### src/rtl/display_scan_controller_pkg.sv
// Shared constants and helpers for the 4-digit 7-segment scan path.
// Leading-zero blanking helper is used only when SCAN_BLANK_LEADING_ZERO_EN is defined.
package display_scan_controller_pkg;

    localparam int NUM_DIGITS = 4;
    localparam int SEL_W      = 2;
    localparam int NIBBLE_W   = 4;
    localparam int DATA_W     = NUM_DIGITS * NIBBLE_W;

    localparam logic [NUM_DIGITS-1:0] ANODE_OFF = 4'b1111;

    typedef logic [SEL_W-1:0]      sel_t;
    typedef logic [NUM_DIGITS-1:0] anode_t;
    typedef logic [DATA_W-1:0]     digits_t;

    // Active-low one-hot enable for the selected digit.
    function automatic anode_t digit_anode(input sel_t s);
        return ~(4'b0001 << s);
    endfunction

    // Bits set to 1 force the matching anode off; digit 0 always stays lit.
    function automatic anode_t leading_zero_mask(input digits_t q);
        anode_t m;
        m[3] = (q[15:12] == 4'h0);
        m[2] = (q[15:8]  == 8'h00);
        m[1] = (q[15:4]  == 12'h000);
        m[0] = 1'b0;
        return m;
    endfunction

endpackage

### src/rtl/display_scan_controller_tick_divider.sv
// Parameterised prescaler producing a one-cycle scan tick every DIV enabled cycles.
// clr restarts the count at 0; the count holds while en is low.
module tick_divider #(
    parameter int DIV = 50000
) (
    input  logic clk,
    input  logic reset,
    input  logic en,
    input  logic clr,
    output logic tick
);

    localparam int CNT_W = (DIV > 1) ? $clog2(DIV) : 1;
    localparam logic [CNT_W-1:0] CNT_MAX = CNT_W'(DIV - 1);

    logic [CNT_W-1:0] count_r;

    assign tick = en && (count_r == CNT_MAX);

    // Prescaler counter: clear has priority, wraps on tick, freezes when disabled.
    always_ff @(posedge clk or posedge reset) begin
        if (reset) begin
            count_r <= '0;
        end else if (clr) begin
            count_r <= '0;
        end else if (tick) begin
            count_r <= '0;
        end else if (en) begin
            count_r <= count_r + CNT_W'(1);
        end else begin
            count_r <= count_r;
        end
    end

endmodule

### src/rtl/display_scan_controller.sv
// Digit scan controller: steps sel 0..3 on each tick, drives active-low anodes and
// keeps a frame-stable data snapshot. Optional macro: SCAN_BLANK_LEADING_ZERO_EN.
module display_scan_controller
    import display_scan_controller_pkg::*;
#(
    parameter int DIV = 50000
) (
    input  logic        clk,
    input  logic        reset,
    input  logic        en,
    input  logic        restart,
    input  logic [15:0] data_in,
    output logic [15:0] data_q,
    output logic [1:0]  sel,
    output logic [3:0]  anode,
    output logic        frame_done
);

    logic    tick_s;
    sel_t    sel_r,        sel_next_s;
    digits_t data_q_r,     data_next_s;
    anode_t  anode_r,      anode_next_s;
    logic    frame_done_r, frame_done_next_s;

    tick_divider #(
        .DIV (DIV)
    ) u_tick_divider (
        .clk   (clk),
        .reset (reset),
        .en    (en),
        .clr   (restart),
        .tick  (tick_s)
    );

    // Next-state: restart beats tick, and only a tick at digit 3 closes a frame.
    always_comb begin
        sel_next_s        = sel_r;
        data_next_s       = data_q_r;
        frame_done_next_s = 1'b0;
        if (restart) begin
            sel_next_s  = '0;
            data_next_s = data_in;
        end else if (tick_s) begin
            sel_next_s = sel_r + SEL_W'(1);
            if (sel_r == SEL_W'(NUM_DIGITS - 1)) begin
                data_next_s       = data_in;
                frame_done_next_s = 1'b1;
            end else begin
                frame_done_next_s = 1'b0;
            end
        end else begin
            sel_next_s = sel_r;
        end

        // Anode follows sel_next so both update on the same edge.
        if (en) begin
`ifdef SCAN_BLANK_LEADING_ZERO_EN
            anode_next_s = digit_anode(sel_next_s) | leading_zero_mask(data_next_s);
`else
            anode_next_s = digit_anode(sel_next_s);
`endif
        end else begin
            anode_next_s = ANODE_OFF;
        end
    end

    // Output registers.
    always_ff @(posedge clk or posedge reset) begin
        if (reset) begin
            sel_r        <= '0;
            data_q_r     <= '0;
            anode_r      <= ANODE_OFF;
            frame_done_r <= 1'b0;
        end else begin
            sel_r        <= sel_next_s;
            data_q_r     <= data_next_s;
            anode_r      <= anode_next_s;
            frame_done_r <= frame_done_next_s;
        end
    end

    assign sel        = sel_r;
    assign data_q     = data_q_r;
    assign anode      = anode_r;
    assign frame_done = frame_done_r;

endmodule

### config.mk
export PLATFORM = sky130hd
export DESIGN_NAME = display_scan_controller
export DESIGN_NICKNAME = d
export VERILOG_FILES = /design/src/rtl/display_scan_controller_pkg.sv /design/src/rtl/display_scan_controller_tick_divider.sv /design/src/rtl/display_scan_controller.sv
export SDC_FILE = /design/constraint.sdc
export NUM_CORES = 1
export LEC_CHECK = 0
export ABC_AREA = 1
export CAP_MARGIN = 5
export CORE_MARGIN = 2
export CORE_UTILIZATION = 50
export CTS_BUF_LIST = sky130_fd_sc_hd__clkbuf_8
export DETAILED_ROUTE_END_ITERATION = 8
export PLACE_DENSITY_LB_ADDON = 0.1
export SYNTH_ARGS = -nofsm -noshare
export SYNTH_HDL_FRONTEND = slang
export SYNTH_SLANG_ARGS = --single-unit
### constraint.sdc
create_clock -name clk -period 1.5 [get_ports clk]
set_input_delay 0.225 -clock clk [delete_from_list [all_inputs] [get_ports clk]]
set_output_delay 0.225 -clock clk [all_outputs]
set_load 0.03 [all_outputs]
After elaboration in Yosys (flattened, before gate mapping) --
Index checks and enable logic that the tools add are counted.
Storage, ports and cells: word-level logic and storage cells 28, input port bits 20, flip-flop bits (word level) 39
Cells by class: multiplexer cells 12, add/sub/neg operators 2, shifts and indexed selects 1, equal/unequal tests 2, reduce and logical (&&, ||, !) cells 5, bitwise gates (word level) 1
Operators by type and width (number):
- 16-bit 2-to-1 mux | 6
- 16-bit by 1-bit adder with 16-bit output (second input constant) | 1
- 16-bit == test (second input constant) | 1
- 2-bit 2-to-1 mux | 2
- 4-bit 2-to-1 mux | 1
- 4-bit inverter | 1
- 2-bit nonzero test | 2
- 1-bit by 2-bit << shifter with 4-bit output (first input constant) | 1
- 1-bit 2-to-1 mux | 3
- 3-bit nonzero test | 1
- 2-bit by 1-bit adder with 2-bit output (second input constant) | 1
- 2-bit == test (second input constant) | 1
- 2-bit AND reduction | 1
- 1-bit logical AND | 1

Depth between registers and ports, before layout --
word-level depth 7, gate-level depth with buffers 10, mapped depth without buffers 9

Hierarchy --
Synthesis repeated with hierarchy kept, for this count alone.
Unflattened totals: cells, all modules 244, area, all modules 2035.7 µm²
By module, submodules not included:
- tick_divider | area an instance 1063.5 µm², instances 1, cells each 143
- display_scan_controller | area an instance 972.2 µm², instances 1, cells each 101

Least setup slack after synthesis --
No wires, ideal clock.
kind flip-flop to flip-flop, start point reg sel_r[0] (netlist: sel[0]), end point reg data_q_r[10] (netlist: data_q[10]), path buffers 2, cell stages (with the launch flop) 7, setup time 0.118 ns, required time 1.382 ns, setup slack -0.077 ns, clock period less this slack 1.577 ns, data arrival time 1.460 ns, cells stage by stage dfrtp_1 ha_1 or2_2 buf_2 buf_2 nand3_1 nand2_1
On the way: word-level cells in the longest chain between the ends 3
Ends and longest elaborated chain:
- start, declared | line display_scan_controller.sv:20 | sel_t sel_r, sel_next_s;
- start signal, assigned | line display_scan_controller.sv:75 | sel_r <= sel_next_s;
- 2-bit == test | line display_scan_controller.sv:45 | if (sel_r == SEL_W'(NUM_DIGITS - 1)) begin
- 2-bit nonzero test (no source line)
- 2-bit AND reduction (no source line)
- end signal, assigned | line display_scan_controller.sv:76 | data_q_r <= data_next_s;
- end, declared | line display_scan_controller.sv:21 | digits_t data_q_r, data_next_s;
No other way between the ends. A chain may end at the register's enable or synchronous reset.

Worst setup path after layout --
start point reg u_tick_divider.count_r[0], end point reg data_q_r[7] (netlist: data_q[7])
On the way: word-level cells in the longest chain between the ends 4
Ends and longest elaborated chain:
- start, declared | line display_scan_controller_tick_divider.sv:16 | logic [CNT_W-1:0] count_r;
- start signal, assigned | line display_scan_controller_tick_divider.sv:29 | count_r <= count_r + CNT_W'(1);
- start signal, assigned | line display_scan_controller_tick_divider.sv:31 | count_r <= count_r;
- 16-bit == test | line display_scan_controller_tick_divider.sv:18 | assign tick = en && (count_r == CNT_MAX);
- 1-bit logical AND | line display_scan_controller_tick_divider.sv:18
- 2-bit nonzero test (no source line)
- 2-bit AND reduction (no source line)
No other way between the ends.

==> reports/results.ini <==
[floorplanning]
die_y_um = 65.9
initial_core_util = 0.524
rows = 22
core_area_um2 = 3660
die_w_um = 65.9
fp.dieArea_um2 = 4350
ioPinCount = 43

[clock_network]
root_buffer = clkbuf_8
cts_tree = yes
cts_hold_buf = 0
cts.htree.levels = 2
cts_sinks = 39
clk_latency_ns = 0.29
clockBufferDepth = 2
numCtsBuffers = 5
clkTransAtPathRegs_ns = 0.07

[global_routing]
grt_pass1_wl_um = 7740
grt-ovfl-total = 0
globalRouteTotalUtil = 0.235
grt_pass1_vias = 1742
antenna_found_initial = 0
grt_max_degree = 40

[sta]
setup_slack_ns = 0.0388
worst_hold_slack_ns = 0.278
setup_tns_ns = 0
min_period_ns = 1.46
clock_skew_ns = 0.00858
layout_worst_path_cycle_share = 0.974
hold_viol = 0
worst_pin_slew_ns = 0.313
rsz0062_at_grt = yes
clock.fmax_mhz = 684
finalMaxSlewViolations = 0
maxSlewHeadroom = 0.792
setup_viol = 0

[detailed_routing]
drc = 0
drtPass1Iterations = 4
routed_wl_um = 4580
vias_per_cell = 4.99
num_vias = 1762
drt_iter0_markers = 90
wl_per_cell_um = 13.0
drtAntennaViolNets = 0

[synth]
synth_top_area_frac = 0.457
yosysSeqAreaShare = 0.511
syn_area_um2 = 1920
ys_seq_elements = 39
yosysTopAreaCell = dfrtp_1
synth.distinct_cells = 28
synth_warnings = 0
synth_nets = 265
synth_area_leaders = dfrtp_1 46%, nand2_1 14%, nand3_1 8.3%
synth.avg_cell_area_um2 = 7.89
synthCells = 243

[final_layout]
nFillCells = 310
fin_util = 0.732
drive_gt1_frac = 0.190
layout.cells.non_filler = 353
diodes = 0
syn2layout_area_growth_pct = 39.7
fin_area_um2 = 2680
nets = 326

[worst_setup_path]
cpPeakStageDelay_ns = 0.40
crit_family = simple AND/OR/NAND/NOR gates
end_kind = register
critPathMaxFanout = 11
startpoint_type = register
crit_buf_inv = 1
crit_required_ns = 1.73
critical_path_class = register to register
crit_slowest_cell = dfrtp_1
crit_chain = ha_4 -> nand3_4 -> nor2_2 -> nand3_2 -> nand2_4 -> buf_6 -> nand3_1 -> nand2_1
crit_arrival_ns = 1.69

[placement]
place.detailed.hpwl_um = 3220
gp_congestion = 0.863
placed_area_um2 = 2520
dpl_worst_slack_ns = -0.247
place_inst = 344
port_buffers = 42

[hold_path]
hp-class = input pin to asynchronous set/reset pin

[power]
pwr_density_cell_nw_per_um2 = 828
cellLeakagePower_nw = 1.28
ir_drop_v = 0.000474
finalPower_mw = 2.22

[flow_run]
maxCapViolCount = 0

[run_status]
status = complete, no violations

placed cells by master (no fill, tap or decap), types with 2 or more instances in the layout:
master / n
inv_1: 22
dfstp_2: 4
clkdlybuf4s50_1: 18
clkbuf_8: 5
a21oi_1: 3
nand2_1: 71
inv_2: 4
nor2_1: 28
nand3_2: 2
nor3_1: 6
nand3_1: 29
a211oi_1: 2
nor2_2: 9
dfrtp_1: 32
dfrtp_2: 3
o21ai_0: 2
buf_4: 14
nor2_4: 3
buf_12: 3
o21ai_1: 2
nand4_1: 2
nand3_4: 2
dlygate4sd2_1: 23
final cells by class:
cell class | instances | area (um^2) | share of cell area
Timing Repair Buffer | 60 | 571 | 0.213
Tap cell | 48 | 60.1 | 0.0224
Inverter | 24 | 90.1 | 0.0336
Clock buffer | 5 | 68.8 | 0.0257
Clock inverter | 3 | 12.5 | 0.00467
Multi-Input combinational cell | 174 | 893 | 0.333
Sequential cell | 39 | 985 | 0.367
report_power, final:
group          internal, mW  leakage (nW)  switching, mW
registers              1.11         0.499         0.0285
logic                 0.168         0.726          0.251
clock network         0.312        0.0505          0.345
worst paths after layout:
path / from / to / slack [ns] / cells after the start
min in group clk: en / anode[2] / 0.34 / 3
setup reg to reg: u_tick_divider.count_r[0] / data_q[7] / 0.04 / 8
max in group asynchronous: reset / anode[0] / 0.95 / 3
hold / removal: reset / data_q[1] / 0.28 / 3
hold reg to reg: data_q[3] / data_q[3] / 0.47 / 2
setup / recovery: u_tick_divider.count_r[0] / data_q[7] / 0.04 / 8
sequential cells by signal, indices dropped and copies added (netlist names):
signal and cells:
data_q 16, frame_done 1, anode 4, u_tick_divider.count_r 16, sel 2
Yosys cell counts:
library cell	n
nor3b_1	1
a31oi_1	1
buf_2	2
nor2_2	3
nor2_1	37
o21bai_1	1
a21oi_1	3
xor2_1	1
nand3_2	1
nand2_1	72
nand3_1	32
a211oi_1	2
nand2_4	2
inv_1	22
ha_1	2
o22ai_1	1
o21ai_1	1
nor3_2	1
nand4_1	2
dfstp_2	4
dfrtp_1	35
or2_2	1
xnor2_1	1
buf_4	2
o21ai_0	3
inv_2	2
nor3_1	6
buf_6	2
tightest hold or removal path: cells and delay by family:
family,cells,cell delay (ns)
buffers and inverters,3,0.70
metal layers:
layer,routed length (um),global-route usage
met1,1980,0.284
met2,2240,0.405
met3,302,0.0596
met4,58,0.0867
met5,0,0
what timing repair did:
item / CTS / global route
cloned: 0 / 0
resized for setup: 30 / 20
pin swaps: 0 / 6
setup buffers: 0 / 1
endpoints found under the setup margin: 55 / 38
logic make-up after synthesis:
| kind of cell | share of synthesized area |
|---|---|
| flops | 0.511 |
| xor+xnor | 0.00913 |
| fa+ha+maj | 0.0130 |
| compound gates | 0.0365 |
| simple gates | 0.358 |
| buf+inv | 0.0718 |
No activity file was read; power rests on OpenSTA's default activity.
